**src/rtl/uart_program_loader.sv**
```systemverilog
`default_nettype none
// +----------------------------------------------------------------------------+
// | Module      : uart_program_loader                                          |
// | Description : Receives a program image over an 8N1 UART and writes it into |
// |               program memory one 32-bit word at a time. The image is a     |
// |               16-bit little-endian word count N followed by N words, each  |
// |               sent least-significant byte first. The CPU core is held in   |
// |               reset until the image is complete.                           |
// | Ports       : clk              - clock, all logic on posedge               |
// |               reset_n          - synchronous active-low reset              |
// |               io_rx            - asynchronous UART RX line, idle high      |
// |               mem_write_enable - one-cycle program memory write strobe     |
// |               mem_address      - word-aligned byte address of the write    |
// |               mem_write_data   - word to write                             |
// |               loading          - header or words still outstanding         |
// |               load_done        - image fully received (sticky)             |
// |               cpu_reset_n      - active-low core reset, released when done |
// |               frame_error      - sticky, a byte had a stop bit of 0        |
// | Revision    : 1.0 - initial release                                        |
// +----------------------------------------------------------------------------+
module uart_program_loader #(
  parameter int CLK_FREQ  = 100_000_000,
  parameter int BAUD_RATE = 115_200,
  parameter int MEM_WORDS = 1024
) (
  input  logic        clk,
  input  logic        reset_n,
  input  logic        io_rx,
  output logic        mem_write_enable,
  output logic [31:0] mem_address,
  output logic [31:0] mem_write_data,
  output logic        loading,
  output logic        load_done,
  output logic        cpu_reset_n,
  output logic        frame_error
);

  localparam int CLKS_PER_BIT = CLK_FREQ / BAUD_RATE;
  localparam int HALF_BIT     = CLKS_PER_BIT / 2;

  // Terminal counts of the per-bit clock counter (guarded against tiny ratios).
  localparam logic [31:0] c_BIT_LAST  = (CLKS_PER_BIT > 0) ? 32'(CLKS_PER_BIT - 1) : 32'd0;
  localparam logic [31:0] c_HALF_LAST = (HALF_BIT > 0)     ? 32'(HALF_BIT - 1)     : 32'd0;
  localparam logic [31:0] c_MEM_WORDS = 32'(MEM_WORDS);

  // --------------------------------------------------------------------------
  // UART receiver
  // --------------------------------------------------------------------------
  typedef enum logic [1:0] {
    RX_IDLE  = 2'd0,
    RX_START = 2'd1,
    RX_DATA  = 2'd2,
    RX_STOP  = 2'd3
  } rx_state_t;

  rx_state_t   rx_state_q;
  logic        rx_meta_q;
  logic        rx_sync_q;
  logic [31:0] clk_cnt_q;
  logic [2:0]  bit_cnt_q;
  logic [7:0]  shift_q;
  logic        byte_valid_q;
  logic        frame_error_q;

  always_ff @(posedge clk) begin
    if (!reset_n) begin
      rx_meta_q     <= 1'b1;
      rx_sync_q     <= 1'b1;
      rx_state_q    <= RX_IDLE;
      clk_cnt_q     <= 32'd0;
      bit_cnt_q     <= 3'd0;
      shift_q       <= 8'd0;
      byte_valid_q  <= 1'b0;
      frame_error_q <= 1'b0;
    end else begin
      rx_meta_q    <= io_rx;
      rx_sync_q    <= rx_meta_q;
      byte_valid_q <= 1'b0;
      case (rx_state_q)
        RX_IDLE: begin
          clk_cnt_q <= 32'd0;
          bit_cnt_q <= 3'd0;
          if (!rx_sync_q) begin
            rx_state_q <= RX_START;
          end
        end
        RX_START: begin
          // Re-check the line mid start bit to reject glitches.
          if (clk_cnt_q == c_HALF_LAST) begin
            clk_cnt_q  <= 32'd0;
            rx_state_q <= rx_sync_q ? RX_IDLE : RX_DATA;
          end else begin
            clk_cnt_q <= clk_cnt_q + 32'd1;
          end
        end
        RX_DATA: begin
          if (clk_cnt_q == c_BIT_LAST) begin
            clk_cnt_q <= 32'd0;
            shift_q   <= {rx_sync_q, shift_q[7:1]};
            bit_cnt_q <= bit_cnt_q + 3'd1;
            if (bit_cnt_q == 3'd7) begin
              rx_state_q <= RX_STOP;
            end
          end else begin
            clk_cnt_q <= clk_cnt_q + 32'd1;
          end
        end
        RX_STOP: begin
          if (clk_cnt_q == c_BIT_LAST) begin
            clk_cnt_q  <= 32'd0;
            rx_state_q <= RX_IDLE;
            if (rx_sync_q) begin
              byte_valid_q <= 1'b1;
            end else begin
              frame_error_q <= 1'b1;
            end
          end else begin
            clk_cnt_q <= clk_cnt_q + 32'd1;
          end
        end
        default: rx_state_q <= RX_IDLE;
      endcase
    end
  end

  // shift_q only changes in RX_DATA, so it is stable while byte_valid_q is high.
  logic [7:0] rx_byte;
  assign rx_byte = shift_q;

  // --------------------------------------------------------------------------
  // Image loader
  // --------------------------------------------------------------------------
  typedef enum logic [1:0] {
    LD_LEN_LO = 2'd0,
    LD_LEN_HI = 2'd1,
    LD_WORD   = 2'd2,
    LD_DONE   = 2'd3
  } ld_state_t;

  ld_state_t   ld_state_q;
  logic [15:0] len_q;
  logic [15:0] word_idx_q;
  logic [1:0]  byte_idx_q;
  logic [23:0] word_q;
  logic        mem_we_q;
  logic [31:0] mem_addr_q;
  logic [31:0] mem_data_q;
  logic        loading_q;
  logic        load_done_q;
  logic        cpu_rst_n_q;

  // Full word once the current byte lands in the top lane.
  logic [31:0] asm_word_d;
  assign asm_word_d = {rx_byte, word_q};

  always_ff @(posedge clk) begin
    if (!reset_n) begin
      ld_state_q  <= LD_LEN_LO;
      len_q       <= 16'd0;
      word_idx_q  <= 16'd0;
      byte_idx_q  <= 2'd0;
      word_q      <= 24'd0;
      mem_we_q    <= 1'b0;
      mem_addr_q  <= 32'd0;
      mem_data_q  <= 32'd0;
      loading_q   <= 1'b1;
      load_done_q <= 1'b0;
      cpu_rst_n_q <= 1'b0;
    end else begin
      mem_we_q    <= 1'b0;
      // Released one cycle after the FSM reaches DONE; DONE is only left by reset.
      load_done_q <= (ld_state_q == LD_DONE);
      cpu_rst_n_q <= (ld_state_q == LD_DONE);
      if (byte_valid_q) begin
        case (ld_state_q)
          LD_LEN_LO: begin
            len_q[7:0] <= rx_byte;
            ld_state_q <= LD_LEN_HI;
          end
          LD_LEN_HI: begin
            len_q[15:8] <= rx_byte;
            if ({rx_byte, len_q[7:0]} != 16'd0) begin
              ld_state_q <= LD_WORD;
            end else begin
              ld_state_q <= LD_DONE;
              loading_q  <= 1'b0;
            end
          end
          LD_WORD: begin
            byte_idx_q <= byte_idx_q + 2'd1;
            case (byte_idx_q)
              2'd0:    word_q[7:0]   <= rx_byte;
              2'd1:    word_q[15:8]  <= rx_byte;
              2'd2:    word_q[23:16] <= rx_byte;
              default: word_q        <= word_q;
            endcase
            if (byte_idx_q == 2'd3) begin
              // Words beyond the memory are consumed but never written.
              mem_we_q   <= ({16'd0, word_idx_q} < c_MEM_WORDS);
              mem_addr_q <= {14'd0, word_idx_q, 2'b00};
              mem_data_q <= asm_word_d;
              word_idx_q <= word_idx_q + 16'd1;
              if (word_idx_q == len_q - 16'd1) begin
                ld_state_q <= LD_DONE;
                loading_q  <= 1'b0;
              end
            end
          end
          default: ld_state_q <= LD_DONE;
        endcase
      end
    end
  end

  assign mem_write_enable = mem_we_q;
  assign mem_address      = mem_addr_q;
  assign mem_write_data   = mem_data_q;
  assign loading          = loading_q;
  assign load_done        = load_done_q;
  assign cpu_reset_n      = cpu_rst_n_q;
  assign frame_error      = frame_error_q;

endmodule
`default_nettype wire

```
**config.mk**
```make
export PLATFORM = sky130hd
export DESIGN_NAME = uart_program_loader
export DESIGN_NICKNAME = d
export VERILOG_FILES = /design/src/rtl/uart_program_loader.sv
export SDC_FILE = /design/constraint.sdc
export NUM_CORES = 1
export LEC_CHECK = 0
export ABC_AREA = 1
export CORE_MARGIN = 2
export CORE_UTILIZATION = 53
export CTS_BUF_LIST = sky130_fd_sc_hd__clkbuf_4
export CTS_CLUSTER_DIAMETER = 200
export CTS_CLUSTER_SIZE = 12
export DETAILED_ROUTE_END_ITERATION = 8
export GPL_ROUTABILITY_DRIVEN = 0
export PLACE_DENSITY = 0.78
export SLEW_MARGIN = 20
export SYNTH_ARGS = -nofsm -noshare
export SYNTH_HDL_FRONTEND = slang
export SYNTH_SLANG_ARGS = --single-unit
```
**constraint.sdc**
```tcl
create_clock -name clk -period 1.8 [get_ports clk]
set_clock_uncertainty 0.1 [all_clocks]
set_input_delay 0.18 -clock clk [delete_from_list [all_inputs] [get_ports clk]]
set_output_delay 0.18 -clock clk [all_outputs]
set_load 0.005 [all_outputs]
```
# After elaboration in Yosys (flattened, before gate mapping)
# Index checks and enable logic that the tools add are counted.
[totals] reg_bits=160 inputBits=3 out_inout_bits=69
[classes] add_sub_neg=5 magnitude_cmp=1 n_eq_ne=21 muxes=21 bitwise=1 reduce_logical=22
[ops] operator="$pmux W32 S3" n=1
[ops] operator="$mux W32" n=2
[ops] operator="$add A32 B1 Y32 const B" n=1
[ops] operator="$eq A32 B10 Y1 const B" n=1
[ops] operator="$eq A32 B9 Y1 const B" n=1
[ops] operator="$reduce_and A3 Y1" n=7
[ops] operator="$add A16 B1 Y16 const B" n=1
[ops] operator="$eq A16 B16 Y1" n=1
[ops] operator="$lt A16 B11 Y1 const B" n=1
[ops] operator="$mux W2" n=8
[ops] operator="$ne A2 B2 Y1 const B" n=8
[ops] operator="$reduce_bool A16 Y1" n=1
[ops] operator="$sub A16 B1 Y16 const B" n=1
[ops] operator="$eq A2 B2 Y1 const B" n=6
[ops] operator="$reduce_and A2 Y1" n=5
[ops] operator="$reduce_and A5 Y1" n=2
[ops] operator="$pmux W2 S4" n=1
[ops] operator="$eq A2 B1 Y1 const B" n=3
[ops] operator="$logic_not A2 Y1" n=3
[ops] operator="$pmux W2 S3" n=1
[ops] operator="$pmux W3 S2" n=1
[ops] operator="$mux W1" n=5
[ops] operator="$reduce_and A4 Y1" n=1
[ops] operator="$reduce_bool A2 Y1" n=2
[ops] operator="7 further kinds" n=7

# Logic depth before layout (Yosys ltp)
[logic_depth] depth_word=5 depth_mapped=15 mapped_depth_nobuf=15

# Worst setup path before layout
# No wires, ideal clock.
[synth_path] path_type="flip-flop to flip-flop" startpoint="register clk_cnt_q[0]" endpoint="register clk_cnt_q[30]" t_arrival_ps=1633 required_time_ps=1585 slack_ps=-48 stages_incl_launch_ff=14 n_path_buf=0 period_less_slack_ps=1848 path_cell_list="dfxtp_1 -> ha_1 -> nand3_2 -> nor2_2 -> inv_2 -> nor2_4 -> nand2_4 -> nor2_4 -> nand3_2 -> nor2_2 -> nand2_2 -> nor2_2 -> xnor2_1 -> nor2_2"
[synth_between] elab_chain_cells=3 word_cells_on_any_way=6 classes_between="add/sub (1); eq/ne (2); mux (3)"
[synth_rtl] item="start: declaration" line_no="59" source="logic [31:0] clk_cnt_q;"
[synth_rtl] item="start signal: assignment" line_no="93" source="clk_cnt_q <= clk_cnt_q + 32'd1;"
[synth_rtl] item="start signal: assignment" line_no="105" source="clk_cnt_q <= clk_cnt_q + 32'd1;"
[synth_rtl] item="start signal: assignment" line_no="118" source="clk_cnt_q <= clk_cnt_q + 32'd1;"
[synth_rtl] item="$add A32 B1 Y32 (tied with other cells)" line_no="93, 105, 118"
[synth_rtl] item="$mux W32 (on tied branches)" line_no="97, 109, 89"
[synth_rtl] item="$pmux W32 S3 *" line_no="79" source="case (rx_state_q)"
# Mark *: on every way between the ends. The rest lies on a longest branch, timed or not.
# A chain may end at the register's enable or synchronous reset.

# Worst setup path after layout
[layout_path] startpoint="register clk_cnt_q[16]" endpoint="register bit_cnt_q[1]"
[layout_between] elab_chain_cells=3
[layout_rtl] item="$eq A32 B10 Y1" line_no="97" source="if (clk_cnt_q == c_BIT_LAST) begin"
[layout_rtl] item="$ne A2 B2 Y1 (no line)"
[layout_rtl] item="$reduce_and A2 Y1 (no line)"
[layout_rtl] item="end signal: assignment" line_no="100" source="bit_cnt_q <= bit_cnt_q + 3'd1;"
[layout_rtl] item="end: declaration" line_no="60" source="logic [2:0] bit_cnt_q;"
# No other way between the ends.

==> impl.org <==
** Run status
- Outcome :: complete, but fails checks
- The final reports fail on negative setup slack.

** Clock tree
- Clock root buffer :: sky130_fd_sc_hd__clkbuf_4
- Clock insertion delay at the later pin of the skew report :: between 0.5 and 0.6 ns
- Max clock buf depth :: 2
- The H-tree was split into 4 levels.
- The clock net in this run drives a total of between 150 and 200 sinks.
- After clock tree synthesis, the clock-pin slew on the worst setup and hold paths is around 0.15 ns.
- Clock buffers created by TritonCTS :: 17
- CTS tree :: yes

** Synthesis
- Summing every instance area after synthesis gives slightly above 7000 um^2.
- Number of synthesized flops with an enable pin :: 0
- Fraction of the yosys area taken by sequential cells :: 0.447
- In the synthesized netlist, the number of instances is approximately 930.
- Count of different cell masters after synthesis :: 43
- In the synthesized netlist the dominant register cell turns out to be sky130_fd_sc_hd__dfxtp_1.
- Synthesis inferred 160 register bits.
- Count of warnings emitted by yosys :: 0
- Async SR Flop Fraction :: 0
- Post-Syn Area per Cell :: slightly below 8 um^2

** Die
- In this run the horizontal extent of the chip is ~120 um.
- The region available for standard cell placement spans around 13000 um^2.
- The die covers 14500 um^2.
- Site row count :: 42
- For this configuration, the core starts out at a cell density of 0.542.
- Height of the die :: 120 um
- 72 I/O pins were placed.

** STA
- Count of final max-slew check failures :: 0
- Ratio of final minimum period to clock period :: 1.07
- At the pin with the least slew margin, the transition time is around 0.55 ns.
- Headroom to the max-slew limit :: 0.630
- Based on the critical path, the design can be clocked at up to ~520 MHz.
- Setup slack on the critical path of the routed design comes to -0.133 ns.
- The hold violation count in the final report is 0.
- For the finished layout, the period the worst path requires is ~1.9 ns.
- Unrepaired setup endpoints after global routing :: yes
- Setup violations remaining at the end of the flow were counted as 43.

** Global route
- Across every metal layer, demand over resource in global routing totals 0.247.
- Wire length of the first global-routing pass :: between 20 and 30 mm
- The number of antenna violations at the first check in global routing was 1.
- Number of global-route vias before repair :: 6201
- Entering global routing, the biggest net connects 65 pins.
- After global routing the overflow that remains totals 0.

** Pwr
- Logic gate share of total power :: 0.044
- Standby leakage power :: ~3.8 nW
- Net load switching power :: approximately 1.6 mW
- Max VDD drop :: 0.403 mV
- The share of total power dissipated in the clock network is 0.385.
- Pwr per Cell Area :: roughly 650 nW/um^2
- Portion of total power attributed to sequential cells :: 0.570
- Internal cell power :: roughly 4.6 mW
- Fraction of power spent switching nets :: 0.256

** Hold path
- Worst min path class :: in2reg
- The startpoint identified for the worst hold timing path is io_rx.

** Drt
- The pre-antenna-repair detailed-routing pass consisted of 5 iterations.
- The detailed router finished its first iteration with about 520 violations.
- Antenna Violating Nets Remaining :: 0
- In the routed design, unresolved DRC markers number 0.
- The routed design has around 19 mm of wire.
- The routed layout has 6752 vias.
- After detailed routing, the number of vias per cell comes to around 5.3.
- Wire length per cell :: between 10 and 15 um

** Place
- Worst slack at placement :: -0.203 ns
- Buffers on Ports :: 55
- After detailed placement, the total cell area comes to between 8000 and 9000 um^2.
- Placed instance count :: 1221
- The wire-length estimate of the detail-placed layout is between 10 and 15 mm.

** Finish
- Share of cells above drive strength 1 :: 0.289
- Excluding fillers, the count of instances in the completed layout stands at 1270.
- After filler insertion, the fill cell instance count of the layout stands at 984.
- Once layout is complete, the utilization of the core stands at 0.727.
- Relative to the synthesized area, the layout overhead comes to 34.2%.
- Net count of the finished layout :: 1094
- Area of all placed cells without fillers :: between 9000 and 10000 um^2

** Setup path
- CP max FO :: 3
- Worst setup path start :: clk_cnt_q[16]
- In this run the critical register-to-register path is launched from clk_cnt_q[16].
- For the worst setup path, the data required time is around 2.2 ns.
- Launching element type of the critical path :: register
- For the worst setup path, the data arrival time is around 2.4 ns.
- Across all register-to-register paths, the minimum setup slack is -0.13 ns.
- STA classifies the critical path endpoint as a register.
- Type of the worst setup path :: reg2reg

** Run
- The tool flagged a number of max-cap violations equal to 0.
==> cell type report <==
class,count,area [um^2],share of cell area
Tap cell,176,220,0.0229
Clock inverter,15,194,0.0201
Timing Repair Buffer,166,1540,0.160
Sequential cell,160,3260,0.339
Clock buffer,17,128,0.0133
Multi-Input combinational cell,627,3870,0.402
Antenna cell,1,2.50,0.000260
Inverter,108,410,0.0426
==> stage by stage <==
stage / TNS (ns) / power [mW] / hold slack (ns)
5_1_grt: -6.50 / 6.46 / 0.0884
4_1_cts: -0.0325 / 6.20 / 0.0546
3_5_place_dp: -3.22 / 3.83 / 0.299
6_report: -2.49 / 6.25 / 0.0914
3_3_place_gp: -1.18 / 3.82 / 0.294
2_1_floorplan: 0 / 3.79 / 0.187
==> power by group through the flow <==
stage	registers, mW	logic (mW)	clock network, mW
2_1_floorplan	3.64	0.148	0
3_3_place_gp	3.65	0.179	0
3_5_place_dp	3.65	0.183	0
4_1_cts	3.56	0.191	2.44
5_1_grt	3.57	0.297	2.60
6_report	3.56	0.277	2.41
==> flip-flops by register name, summed over array words and instances (netlist names), 2 cells and up, named ones only <==
name	flops
byte_idx_q	2
word_q	24
rx_byte	8
word_idx_q	16
bit_cnt_q	3
clk_cnt_q	32
mem_address	16
len_q	16
ld_state_q	2
mem_write_data	32
==> placed cells by master, fill, tap and decap left out, types with 6 or more instances in the layout <==
| master | n |
|---|---|
| sky130_fd_sc_hd__nand2_2 | 18 |
| sky130_fd_sc_hd__nor2_4 | 29 |
| sky130_fd_sc_hd__nor2_2 | 26 |
| sky130_fd_sc_hd__xnor2_1 | 11 |
| sky130_fd_sc_hd__a21oi_2 | 6 |
| sky130_fd_sc_hd__clkdlybuf4s50_1 | 52 |
| sky130_fd_sc_hd__nand3_2 | 6 |
| sky130_fd_sc_hd__dfxtp_2 | 29 |
| sky130_fd_sc_hd__nor3_1 | 16 |
| sky130_fd_sc_hd__nor3_2 | 12 |
| sky130_fd_sc_hd__nand2_4 | 8 |
| sky130_fd_sc_hd__buf_4 | 93 |
| sky130_fd_sc_hd__xor2_1 | 23 |
| sky130_fd_sc_hd__conb_1 | 16 |
| sky130_fd_sc_hd__clkbuf_4 | 17 |
| sky130_fd_sc_hd__inv_1 | 98 |
| sky130_fd_sc_hd__o21ai_0 | 99 |
| sky130_fd_sc_hd__buf_12 | 6 |
| sky130_fd_sc_hd__nor4_1 | 6 |
| sky130_fd_sc_hd__nor2_1 | 58 |
| sky130_fd_sc_hd__inv_2 | 7 |
| sky130_fd_sc_hd__buf_6 | 7 |
| sky130_fd_sc_hd__a21oi_1 | 100 |
| sky130_fd_sc_hd__nand4_1 | 17 |
| sky130_fd_sc_hd__dfxtp_1 | 125 |
| sky130_fd_sc_hd__nand3_1 | 27 |
| sky130_fd_sc_hd__nand2_1 | 94 |
| sky130_fd_sc_hd__ha_1 | 7 |
| sky130_fd_sc_hd__dfxtp_4 | 6 |
==> critical path, stage by stage (launching register included) <==
cell and delay, ns:
sky130_fd_sc_hd__dfxtp_1 0.36, sky130_fd_sc_hd__inv_1 0.08, sky130_fd_sc_hd__nand4_1 0.07, sky130_fd_sc_hd__or2_1 0.26, sky130_fd_sc_hd__nor2_4 0.18, sky130_fd_sc_hd__nand4_4 0.14, sky130_fd_sc_hd__nor3_4 0.26, sky130_fd_sc_hd__buf_6 0.16
sky130_fd_sc_hd__buf_4 0.10, sky130_fd_sc_hd__nand2_2 0.05, sky130_fd_sc_hd__a21oi_2 0.11
==> per-layer routing <==
layer,routed length [um],vias up,global-route usage,share of wire
li1,-,3332,-,-
met1,7920,3131,0.310,0.42
met2,9250,232,0.406,0.49
met3,977,57,0.0528,0.052
met4,721,0,0.120,0.038
met5,0,-,0,0
==> cell usage after synthesis (all sizes together), types with 4 or more instances <==
cell type | n | area (um^2)
dfxtp | 160 | 3200
nand2 | 122 | 498
nor2 | 114 | 527
inv | 107 | 402
a21oi | 106 | 531
o21ai | 106 | 531
nand3 | 36 | 195
buf | 30 | 203
nor3 | 30 | 181
xor2 | 27 | 236
clkbuf | 24 | 90.1
nand4 | 18 | 119
xnor2 | 12 | 105
ha | 11 | 138
nor4 | 8 | 50.1
nand3b | 5 | 37.5
or2 | 4 | 25.0
==> what timing repair did <==
item / CTS / global route
pin swaps: 16 / 32
hold endpoints to repair: 46 / 0
hold buffers: 1 / 0
gates cloned: 0 / 5
gates resized for setup: 70 / 126
setup buffers: 4 / 7
endpoints found under the setup margin: 57 / 84
==> logic make-up after synthesis <==
group | share of synthesized area
fa+ha+maj | 0.0192
flops | 0.447
compound gates | 0.158
other cells | 0.000523
buf+inv | 0.0973
xor+xnor | 0.0476
simple gates | 0.231
==> final timing paths <==
kind	endpoint	cells after the start
hold / removal	rx_meta_q	2
setup reg to reg	bit_cnt_q[1]	10
hold reg to reg	rx_sync_q	1
setup / recovery	bit_cnt_q[1]	10
Note: power is estimated with default switching activity, not from simulation.
